## config.mk

```make
export PLATFORM = sky130hd
export DESIGN_NAME = int_cvt_issue_queue
export DESIGN_NICKNAME = d
export VERILOG_FILES = /design/src/rtl/int_cvt_pkg.sv /design/src/rtl/int_cvt_fifo.sv /design/src/rtl/int_cvt_issue_queue.sv
export SDC_FILE = /design/constraint.sdc
export NUM_CORES = 1
export LEC_CHECK = 0
export ABC_AREA = 1
export ABC_CLOCK_PERIOD_IN_PS = 4900
export CORE_UTILIZATION = 56
export CTS_CLUSTER_DIAMETER = 60
export DETAILED_ROUTE_END_ITERATION = 8
export PLACE_DENSITY = 0.86
export SYNTH_ARGS = -nofsm -noshare
export SYNTH_HDL_FRONTEND = slang
export SYNTH_SLANG_ARGS = --single-unit
```

## constraint.sdc

```tcl
create_clock -name clk -period 4.9 [get_ports clk]
set_input_delay 0.98 -clock clk [delete_from_list [all_inputs] [get_ports clk]]
set_output_delay 0.98 -clock clk [all_outputs]
set_load 0.005 [all_outputs]
```

## src/rtl/int_cvt_pkg.sv

```systemverilog
// Shared types for the int_to_int command queue: converter control fields and halfword write masks.
// wmask_of() maps a command's precision/position fields to the register-file halfword enables.
package int_cvt_pkg;

  typedef struct packed {
    logic src_prec;
    logic dst_prec;
    logic src_signed;
    logic dst_signed;
    logic src_pos;
    logic dst_pos;
  } cvt_ctrl_t;

  localparam int CTRL_W = $bits(cvt_ctrl_t);

  localparam logic [1:0] WMASK_LO  = 2'b01;
  localparam logic [1:0] WMASK_HI  = 2'b10;
  localparam logic [1:0] WMASK_ALL = 2'b11;

  // Only a 32b->16b narrowing writes a single half; everything else writes the whole word.
  function automatic logic [1:0] wmask_of(input cvt_ctrl_t c);
    if (c.src_prec && !c.dst_prec) begin
      return c.dst_pos ? WMASK_HI : WMASK_LO;
    end
    return WMASK_ALL;
  endfunction

endpackage

```

## src/rtl/int_cvt_fifo.sv

```systemverilog
// Synchronous FIFO holding queued conversion commands; head entry is visible combinationally.
// Push/pop are pre-qualified by the parent; count changes by +1, -1 or 0 per cycle.
module int_cvt_fifo
  import int_cvt_pkg::*;
#(
  parameter int DEPTH = 4,
  parameter int W     = 8
) (
  input  logic                     i_clk,
  input  logic                     i_rst,
  input  logic                     i_push,
  input  logic [W-1:0]             i_wdata,
  input  logic                     i_pop,
  output logic [W-1:0]             o_rdata,
  output logic                     o_full,
  output logic                     o_empty,
  output logic [$clog2(DEPTH):0]   o_cnt
);

  localparam int PTR_W = $clog2(DEPTH);
  localparam int CNT_W = PTR_W + 1;

  logic [W-1:0]     r_mem [DEPTH];
  logic [PTR_W-1:0] r_wr_ptr;
  logic [PTR_W-1:0] r_rd_ptr;
  logic [CNT_W-1:0] r_cnt;

  // DEPTH is a power of two, so the pointers wrap naturally.
  always_ff @(posedge i_clk) begin
    if (i_rst) begin
      r_wr_ptr <= '0;
      r_rd_ptr <= '0;
      r_cnt    <= '0;
    end else begin
      if (i_push) r_wr_ptr <= r_wr_ptr + 1'b1;
      if (i_pop)  r_rd_ptr <= r_rd_ptr + 1'b1;
      case ({i_push, i_pop})
        2'b10:   r_cnt <= r_cnt + 1'b1;
        2'b01:   r_cnt <= r_cnt - 1'b1;
        default: r_cnt <= r_cnt;
      endcase
    end
  end

  always_ff @(posedge i_clk) begin
    if (i_push) r_mem[r_wr_ptr] <= i_wdata;
  end

  assign o_rdata = r_mem[r_rd_ptr];
  assign o_full  = (r_cnt == CNT_W'(DEPTH));
  assign o_empty = (r_cnt == '0);
  assign o_cnt   = r_cnt;

endmodule

```

## src/rtl/int_cvt_issue_queue.sv

```systemverilog
// Queues conversion commands, issues the head to the external int_to_int converter and
// registers its result, tag and halfword mask for the register-file write port.
module int_cvt_issue_queue
  import int_cvt_pkg::*;
#(
  parameter int DEPTH = 4,
  parameter int TAG_W = 5
) (
  input  logic                   clk,
  input  logic                   rst,
  input  logic                   cmd_vld,
  output logic                   cmd_rdy,
  input  logic                   cmd_src_prec,
  input  logic                   cmd_dst_prec,
  input  logic                   cmd_src_signed,
  input  logic                   cmd_dst_signed,
  input  logic                   cmd_src_pos,
  input  logic                   cmd_dst_pos,
  input  logic [31:0]            cmd_data,
  input  logic [TAG_W-1:0]       cmd_tag,
  output logic                   cvt_instr_vld,
  output logic                   cvt_src_prec,
  output logic                   cvt_dst_prec,
  output logic                   cvt_src_signed,
  output logic                   cvt_dst_signed,
  output logic                   cvt_src_pos,
  output logic                   cvt_dst_pos,
  output logic [31:0]            cvt_in_reg,
  input  logic [31:0]            cvt_out_reg,
  input  logic                   cvt_result_vld,
  output logic                   rsp_vld,
  input  logic                   rsp_rdy,
  output logic [31:0]            rsp_data,
  output logic [TAG_W-1:0]       rsp_tag,
  output logic [1:0]             rsp_wmask,
  output logic [$clog2(DEPTH):0] fifo_cnt,
  output logic                   proto_err
);

  localparam int ENTRY_W = CTRL_W + 32 + TAG_W;

  typedef struct packed {
    cvt_ctrl_t        ctrl;
    logic [31:0]      data;
    logic [TAG_W-1:0] tag;
  } entry_t;

  entry_t                 w_cmd_entry;
  entry_t                 w_head;
  logic [ENTRY_W-1:0]     w_head_raw;
  logic                   w_full;
  logic                   w_empty;
  logic                   w_push;
  logic                   w_issue;

  logic                   r_rsp_vld;
  logic [31:0]            r_rsp_data;
  logic [TAG_W-1:0]       r_rsp_tag;
  logic [1:0]             r_rsp_wmask;
  logic                   r_proto_err;

  assign w_cmd_entry.ctrl = '{src_prec:   cmd_src_prec,
                              dst_prec:   cmd_dst_prec,
                              src_signed: cmd_src_signed,
                              dst_signed: cmd_dst_signed,
                              src_pos:    cmd_src_pos,
                              dst_pos:    cmd_dst_pos};
  assign w_cmd_entry.data = cmd_data;
  assign w_cmd_entry.tag  = cmd_tag;

  // Ready comes from occupancy alone: a full queue stays closed even if it pops this cycle.
  assign cmd_rdy = !w_full;
  assign w_push  = cmd_vld & cmd_rdy;
  assign w_issue = !w_empty & (!r_rsp_vld | rsp_rdy);

  int_cvt_fifo #(
    .DEPTH (DEPTH),
    .W     (ENTRY_W)
  ) u_fifo (
    .i_clk   (clk),
    .i_rst   (rst),
    .i_push  (w_push),
    .i_wdata (w_cmd_entry),
    .i_pop   (w_issue),
    .o_rdata (w_head_raw),
    .o_full  (w_full),
    .o_empty (w_empty),
    .o_cnt   (fifo_cnt)
  );

  assign w_head = w_head_raw;

  assign cvt_instr_vld  = w_issue;
  assign cvt_src_prec   = w_head.ctrl.src_prec;
  assign cvt_dst_prec   = w_head.ctrl.dst_prec;
  assign cvt_src_signed = w_head.ctrl.src_signed;
  assign cvt_dst_signed = w_head.ctrl.dst_signed;
  assign cvt_src_pos    = w_head.ctrl.src_pos;
  assign cvt_dst_pos    = w_head.ctrl.dst_pos;
  assign cvt_in_reg     = w_head.data;

  // The converter is combinational, so its result is captured in the same cycle as the issue.
  always_ff @(posedge clk) begin
    if (rst) begin
      r_rsp_vld   <= 1'b0;
      r_rsp_data  <= '0;
      r_rsp_tag   <= '0;
      r_rsp_wmask <= '0;
      r_proto_err <= 1'b0;
    end else begin
      if (w_issue) begin
        r_rsp_vld   <= 1'b1;
        r_rsp_data  <= cvt_out_reg;
        r_rsp_tag   <= w_head.tag;
        r_rsp_wmask <= wmask_of(w_head.ctrl);
      end else if (rsp_rdy) begin
        r_rsp_vld   <= 1'b0;
      end
      if (cvt_result_vld != w_issue) r_proto_err <= 1'b1;
    end
  end

  assign rsp_vld   = r_rsp_vld;
  assign rsp_data  = r_rsp_data;
  assign rsp_tag   = r_rsp_tag;
  assign rsp_wmask = r_rsp_wmask;
  assign proto_err = r_proto_err;

endmodule

```

==> reports/results.txt <==
outcome: complete, no violations
Synth Area in Simple Gates: 10.6%
via/cell ratio: 5.37
setup violators final: 0
Residual DRC: 0
Final Wtd Congestion: 0.739
Finished Layout Cells: 1,044
compound-gate portion of the synthesized area: 10.1%
die height: 126 um
first-pass GRT wire length: 26.7 mm
largest net degree at the start of global routing: 88
dpl ws: 1.42 ns
Core ar.: 15,100 um2
share of the synthesized area in the top cell type: 59.7%
Area Overhead vs Synth: 24.8%
violation count after the first detailed-routing iteration: 341
drt total wl: 17.3 mm
power per cell area: 592 nW/um2
clk_skew: 0.0117 ns
Power, Total: 6.40 mW
Sink Count: 222
cts repair resizes: 0
per-cell routed wire length: 16.5 um
Via Count: 5,603
grt ovf: 0
Final period util: 73.5%
combinational share of power: 34.9%
r2r startpoint: u_fifo.o_cnt[1]$_SDFFE_PP0P_
vias in the first global route: 5,505
nets: 927
post-synth top area cell: edfxtp_1
HP Start: rsp_data[1]$_SDFFE_PP0P_
CTS Hold Bufs: 0
Worst VDD drop: 0.419 mV
#FFs+latches synth: 222
Worst setup SP type: flip-flop
later-pin clock latency in the skew report: 0.49 ns
RSZ-0062 raised after global routing: no
total CTS buffers: 22
Synth Net Count: 806
Root Driver: clkbuf_16
share of cells above drive strength 1: 6.54%
Die X: 126 um
Clock power frac: 25.6%
most frequent cells in the layout: 172 x edfxtp_1, 171 x nor2_1, 163 x clkdlybuf4s50_1
die area: 16,000 um2
P_leak: 3.86 nW
critical path class: reg2out
post-synthesis xor/xnor area fraction: 0.202%
largest family of logic cells by synthesized area: simple AND/OR/NAND/NOR gates
Crit Path Max Fanout: 87
Routed Antenna Nets: 0
Mapped Cells: 720
ANT cells: 0
TritonCTS clock tree: yes
Sw Share: 30.9%
Reg clk slew, reported paths: 0.06 ns
critical path arrival: 2.62 ns
Slew headroom: 25.0%
post-DP HPWL: 9.97 mm
largest cells by area after synthesis: edfxtp_1 60%, dfxtp_1 12%, nor2_1 7.6%
Final Slew Violations: 0
Syn Std Cell Area: 8660 um2
worst-margin pin slew: 1.12 ns
all-layer global routing usage: 21.4%
R2R Setup Slk: 2.42 ns
Setup WS post-layout: 1.30 ns
max cap viols: 0
worst path required time: 3.92 ns
YS warnings: 0
Placed Cells: 1,005
Max Freq: 278 MHz
deepest clock path buffer count: 3
post-CTS repair timing setup buffer count: 0
commonest non-fill, non-tap cell in the layout: edfxtp_1
Netlist cell types: 26
Initial Util: 57.2%
Critical Path Sink Type: output port
final design utilization: 71.3%
Fin Setup TNS: 0 ns
# IOs: 164
Pre-antenna DRT Iters: 5
sequential share of the synthesized area: 71.2%
Sequential Power Share: 39.5%
Avg Cell Area, Syn: 12.0 um2
Port Buffers: 163
num rows: 45
fin crit period: 3.60 ns
NetSw: 1.97 mW
# H-tree levels: 1
mux cell area share after synthesis: 0%
internal cell power: 4.42 mW
synthesized-area fraction occupied by adder cells: 0.954%
Final Hold Fails: 0
Hold Path Class: reg2reg
initial antenna violation count: 0
## routing by layer
metal / track usage, % / up-vias / part of all wire (%)
li1: - / 2729 / -
met1: 24.2 / 2643 / 38
met2: 39.5 / 197 / 52
met3: 4.22 / 34 / 6.7
met4: 8.86 / 0 / 3.1
met5: 0 / - / 0
## metrics by stage
stage	hold slack (ns)	area (um2)
after floorplan	0.462	8660
after global placement	0.461	10100
after detailed placement	0.473	10100
after CTS	0.486	10800
after global routing	0.508	10800
final	0.481	10800
## flip-flops by register name (all words and copies together) (netlist names), named ones only
register         count
rsp_wmask            2
proto_err            1
u_fifo.r_rd_ptr      2
u_fifo.r_mem       172
u_fifo.o_cnt         3
rsp_vld              1
u_fifo.r_wr_ptr      2
rsp_data            32
rsp_tag              5
## critical path, cell delays in order, from the launching register on
cell	delay, ns
dfxtp_2	0.35
buf_4	0.65
o21ai_0	0.24
o22ai_1	0.29
clkdlybuf4s50_1	0.54
## final timing paths
| check | endpoint | cells past startpoint |
|---|---|---|
| hold / removal | rsp_data[1]$_SDFFE_PP0P_ | 2 |
| setup reg to reg | u_fifo.o_cnt[2]$_SDFFE_PP0P_ | 12 |
| setup / recovery | cvt_in_reg[3] | 4 |
| hold reg to reg | rsp_data[1]$_SDFFE_PP0P_ | 2 |
## cell usage after synthesis (all sizes together)
cell / n
o21ai: 123
ha: 5
a21oi: 8
edfxtp: 172
xor2: 2
nand3: 9
nor2: 175
inv: 21
dfxtp: 50
buf: 60
o22ai: 35
nand2: 45
clkbuf: 12
fa: 1
nand3b: 2
## final cells by class
class,count,area [um2]
clock buffer,30,622
clock inverter,9,91.3
fill,965,4340
inverter,21,86.3
multi-input combinational,405,1920
sequential,222,6170
tap,188,235
timing repair buffer,169,1680
## power groups by stage
| stage | Combinational, mW | Sequential (mW) | Clock [mW] |
|---|---|---|---|
| floorplan | 1.48 | 2.53 | 0 |
| global placement | 2.17 | 2.55 | 0 |
| detailed placement | 2.22 | 2.57 | 0 |
| CTS | 2.25 | 2.53 | 1.66 |
| global route | 2.46 | 2.56 | 1.73 |
| finish | 2.23 | 2.53 | 1.64 |
## logic make-up after synthesis
kind of cell             count (synthesis)
adder cells (fa/ha/maj)                  6
AO/OA/AOI/OAI                          166
AND/OR/NAND/NOR                        231
buffers and inverters                   93
XOR/XNOR                                 2
flip-flops                             222
Note: power is estimated with default switching activity, not from simulation.
==> variant 1 (same settings) <==
Make the reset (`i_rst` and `rst`) asynchronous in 2 clocked blocks.
--- a/src/rtl/int_cvt_fifo.sv
+++ b/src/rtl/int_cvt_fifo.sv
@@ -28,3 +28,3 @@
   // DEPTH is a power of two, so the pointers wrap naturally.
-  always_ff @(posedge i_clk) begin
+  always_ff @(posedge i_clk or posedge i_rst) begin
     if (i_rst) begin
--- a/src/rtl/int_cvt_issue_queue.sv
+++ b/src/rtl/int_cvt_issue_queue.sv
@@ -102,3 +102,3 @@
   // The converter is combinational, so its result is captured in the same cycle as the issue.
-  always_ff @(posedge clk) begin
+  always_ff @(posedge clk or posedge rst) begin
     if (rst) begin
Behaviour: differs if rst is asserted again (counterexample within 4 cycles, from zero or initial values and one cycle with rst high); with rst held inactive, the same outputs for 4 cycles.
==> variant 1 against the unedited design <==
- synthesized cell count is 4.6% lower
- routed wire length is 3.6% higher
- largest cell class unchanged
- setup slack worse by 49 ps
- non-clock buffer count is 4 higher
- power is 8.3% higher
- largest power group unchanged
- design area is 0.89% higher
- critical path depth stayed put
- synthesized area is 0.42% higher
- clock skew is 5.0 ps higher
- hold slack worse by 4.5 ps
- via count is 1.1% lower
- sequential cell count is 2 lower
- sequential power is 6% higher
==> variant 1: results (changes against the unedited design) <==
Place
  • PortBufs: 163 (unchanged)
  • GPL Wtd Cong: 0.726 (-1.8%)
  • Post-DP HPWL: 10.8 mm (+7.8%)
  • Post-Place Worst Slack: 1700 ps (+283 ps)

Clock network
  • Clock Tree Root: clkbuf_16
  • Setup Buffers After CTS: 0 (unchanged)
  • TritonCTS Buffers: 22 (unchanged)
  • Worst-Skew Late Latency: 510 ps (+20 ps)

Worst setup path
  • Max Fanout on Critical Path: 88 (+1.1%)
  • RR Endpoint: u_fifo.r_mem[2][36]
  • Reg-to-Reg Start: u_fifo.o_cnt[0]
  • Reg2Reg Setup Slack: 2560 ps (+140 ps)
  • Worst Setup EP: cvt_in_reg[16]
  • WP data arrival: 2670 ps (+50 ps)
  • R2R depth: 5 (-7)

Timing
  • WHS: 477 ps (-4.50 ps)
  • FMAX: 274 MHz (-1.3%)
  • Final Skew: 16.7 ps (+5.02 ps)
  • Slew @ Worst Pin: 985 ps (-139 ps)

Logic synthesis
  • Ys async rst share: 0.218 (+0.218)
  • Commonest cells in the synthesized netlist: edfxtp_1, nand2_1, nor2_1
  • Sequential share of the synthesized area: 0.732 (+0.0201)
  • Syn_nets: 773 (-4.1%)
  • Largest cells by area after synthesis: edfxtp_1, dfrtp_1, nand2_1
  • Netlist cell types: 26 (unchanged)

Pwr
  • PnR Total Power: 0.00693 W (+8.3%)
  • Leakage: 4.07 nW (+5.7%)
  • Max VDD drop: 383 uV (-8.6%)

Min path
  • Worst Hold Launch: rsp_data[1]
  • WHS Endpoint: rsp_data[1]
  • Hold depth: 2 (unchanged)

Layout
  • Largest Register: u_fifo.r_mem
  • Final Net Count: 902 (-2.7%)
  • Fill cell count: 992 (+2.8%)
  • Largest register FFs: 172 (unchanged)
  • Ant diodes: 0 (unchanged)
  • Share of cells above drive strength 1: 0.0733 (+0.00790)

GRT
  • Gr usage total: 0.226 (+0.0123)
  • Vias in the first global route: 5,589 (+1.5%)
  • First-pass GRT wire length: 28.0 mm (+4.9%)
  • Largest net degree at the start of global routing: 89 (+1.1%)

Route
  • Vias/cell: 5.43 (+1.2%)
  • Initial DRC Count: 378 (+11%)
  • Router iterations before antenna repair: 5 (unchanged)
  • Final wirelength: 17.9 mm (+3.6%)

Status
  • Status: finished clean
## variant 1: tightest hold or removal path, cell delays in order, from the launching register on
cell	delay, ps
dfrtp_1	330
nand2_1	50
nand2_1	60
## variant 1: layer usage
metal / track usage / wire, microns
met1: 0.267 / 6980
met2: 0.399 / 8770
met3: 0.0658 / 1750
met5: 0 / 0
met4: 0.0709 / 388
## variant 1: cells by family (layout without fill, tap and decap cells)
kind of cell | after synthesis | after routing | share of synthesized area
multiplexers | 1 | 1 | 0.00130
AO/OA/AOI/OAI | 126 | 126 | 0.0787
AND/OR/NAND/NOR | 246 | 246 | 0.109
buffers and inverters | 84 | 229 | 0.0650
flip-flops | 220 | 220 | 0.732
adder cells (fa/ha/maj) | 6 | 6 | 0.00950
XOR/XNOR | 4 | 4 | 0.00403
## variant 1: report_power, final
group	total [W]	internal (W)	switching, W	leakage [nW]
clock network	0.00166	0.00100	0.000663	0.357
registers	0.00269	0.00252	0.000167	2.14
logic	0.00258	0.00119	0.00139	1.58
total	0.00693	0.00471	0.00222	4.07
## variant 1: layout make-up
type                    instances  area [sq um]  share of cell area
flip-flops and latches        220          6370               0.584
multi-input cells             383          1790               0.165
repair buffers                173          1710               0.157
clock buffers                  31           628              0.0576
well taps                     188           235              0.0216
clock inverters                 9           105             0.00964
inverters                      16          62.6             0.00574
## variant 1: per-stage QoR
stage          instance area (sq um)  std cells
2_1_floorplan                   8690        687
3_5_place_dp                   10200        980
5_1_grt                        10900       1020
4_1_cts                        10900       1020
3_3_place_gp                   10200        980
6_report                       10900       1020
==> variant 2 (same settings) <==
Without the edit above. `DEPTH` is set to 4 in 2 places; all go to 8.
--- a/src/rtl/int_cvt_fifo.sv
+++ b/src/rtl/int_cvt_fifo.sv
@@ -5,3 +5,3 @@
 #(
-  parameter int DEPTH = 4,
+  parameter int DEPTH = 8,
   parameter int W     = 8
--- a/src/rtl/int_cvt_issue_queue.sv
+++ b/src/rtl/int_cvt_issue_queue.sv
@@ -5,3 +5,3 @@
 #(
-  parameter int DEPTH = 4,
+  parameter int DEPTH = 8,
   parameter int TAG_W = 5
Ports: changed (resized fifo_cnt); port bits go from 164 to 165. No check against the original RTL was run, so the function may have changed too.
==> variant 2 against the unedited design <==
- synthesized area up 81%
- power rose by 60%
- sequential cell count grew 176
- register-to-register slack lost 250 ps
- routed wire length rose by 100%
- fmax decreased by 14%
- combinational power grew 42%
- utilization fell by 2.9 points
- setup slack lost 590 ps
- design area up 72%
- die area increased by 79%
==> variant 2: results (changes against the unedited design) <==
GRT
  • Met3 GRT Util: 0.0477 (+0.00552)
  • Largest net degree at the start of global routing: 92 (+4.5%)
  • Vias in the first global route: 10.3k (+87%)
  • Met1 Use GR: 0.310 (+0.0685)
  • Initial antenna violation count: 2 (+2)

Route
  • Final wirelength: 35.1 mm (+100%)
  • Vias/cell: 5.71 (+6.4%)
  • Initial DRC Count: 1,319 (+290%)
  • M1 WL: 13.6 mm (+110%)
  • Wire length on met2: 17.5 mm (+94%)

Layout
  • Final Net Count: 1,516 (+64%)
  • Fill cell count: 1,828 (+89%)
  • Share of cells above drive strength 1: 0.0663 (+0.000927)

Worst setup path
  • Max Fanout on Critical Path: 91 (+4.6%)
  • Delay of the slowest critical-path stage: 690 ps (+40 ps)
  • Reg-to-Reg Start: u_fifo.o_cnt[0]

Status
  • Status: finished clean

Logic synthesis
  • Largest cells by area after synthesis: edfxtp_1, dfxtp_1, nor2_1
  • Post-synth EDFFs: 344 (+100%)
  • Commonest cells in the synthesized netlist: edfxtp_1, nor2_1, o21ai_0
  • Netlist cell types: 23 (-12%)
  • Syn_nets: 1,396 (+73%)

Clock network
  • TritonCTS Buffers: 40 (+82%)
  • Worst-Skew Late Latency: 530 ps (+40 ps)
  • H-tree Lvls: 2 (+1)

Pwr
  • Leakage: 6.59 nW (+71%)
  • Max VDD drop: 383 uV (-8.5%)

Place
  • PortBufs: 164 (+0.61%)
  • Post-DP HPWL: 19.2 mm (+93%)

Timing
  • Slew @ Worst Pin: 1080 ps (-44.3 ps)
  • Final Skew: 13.7 ps (+2.03 ps)
[variant 2: stage by stage]
| stage | instances | hold slack, ps | cell area (sq um) | power [W] | setup slack, ps |
|---|---|---|---|---|---|
| after floorplan | 1311 | 433 | 15600 | 0.00629 | 1230 |
| after global placement | 1761 | 450 | 17400 | 0.00729 | 1360 |
| after detailed placement | 1761 | 460 | 17400 | 0.00741 | 1300 |
| after CTS | 1834 | 480 | 18600 | 0.0103 | 725 |
| after global routing | 1834 | 502 | 18600 | 0.0108 | 518 |
| final | 1836 | 479 | 18600 | 0.0102 | 702 |
[variant 2: power breakdown]
group / switching [W] / leakage [nW] / internal, W
clock network: 0.00122 / 0.614 / 0.00165
registers: 0.000173 / 3.57 / 0.00403
logic: 0.00183 / 2.40 / 0.00133
total: 0.00322 / 6.59 / 0.00702
[variant 2: logic make-up after synthesis]
group / count (synthesis) / share of synthesized area
simple gates: 455 / 0.112
xor+xnor: 3 / 0.00168
flops: 398 / 0.730
fa+ha+maj: 5 / 0.00400
compound gates: 297 / 0.102
buf+inv: 153 / 0.0506
[variant 2: worst max-delay path by stage]
stage | to | cells after the start | startpoint | slack (ps)
floorplan | u_fifo.r_mem[0][0] | 3 | cmd_vld | 1230
global placement | cvt_in_reg[28] | 7 | register | 1360
detailed placement | cvt_in_reg[23] | 7 | register | 1300
CTS | cvt_in_reg[30] | 7 | register | 720
global route | cvt_in_reg[21] | 7 | register | 520
finish | cvt_in_reg[24] | 7 | register | 700
[variant 2: final cells by class]
class                           instances  area, sq um  area share
Sequential cell                       398        11400       0.614
Multi-Input combinational cell        760         3490       0.188
Timing Repair Buffer                  187         1810      0.0976
Clock buffer                           51         1060      0.0571
Tap cell                              372          465      0.0250
Clock inverter                         22          178     0.00955
Inverter                               44          168     0.00902
Antenna cell                            2         5.00    0.000269
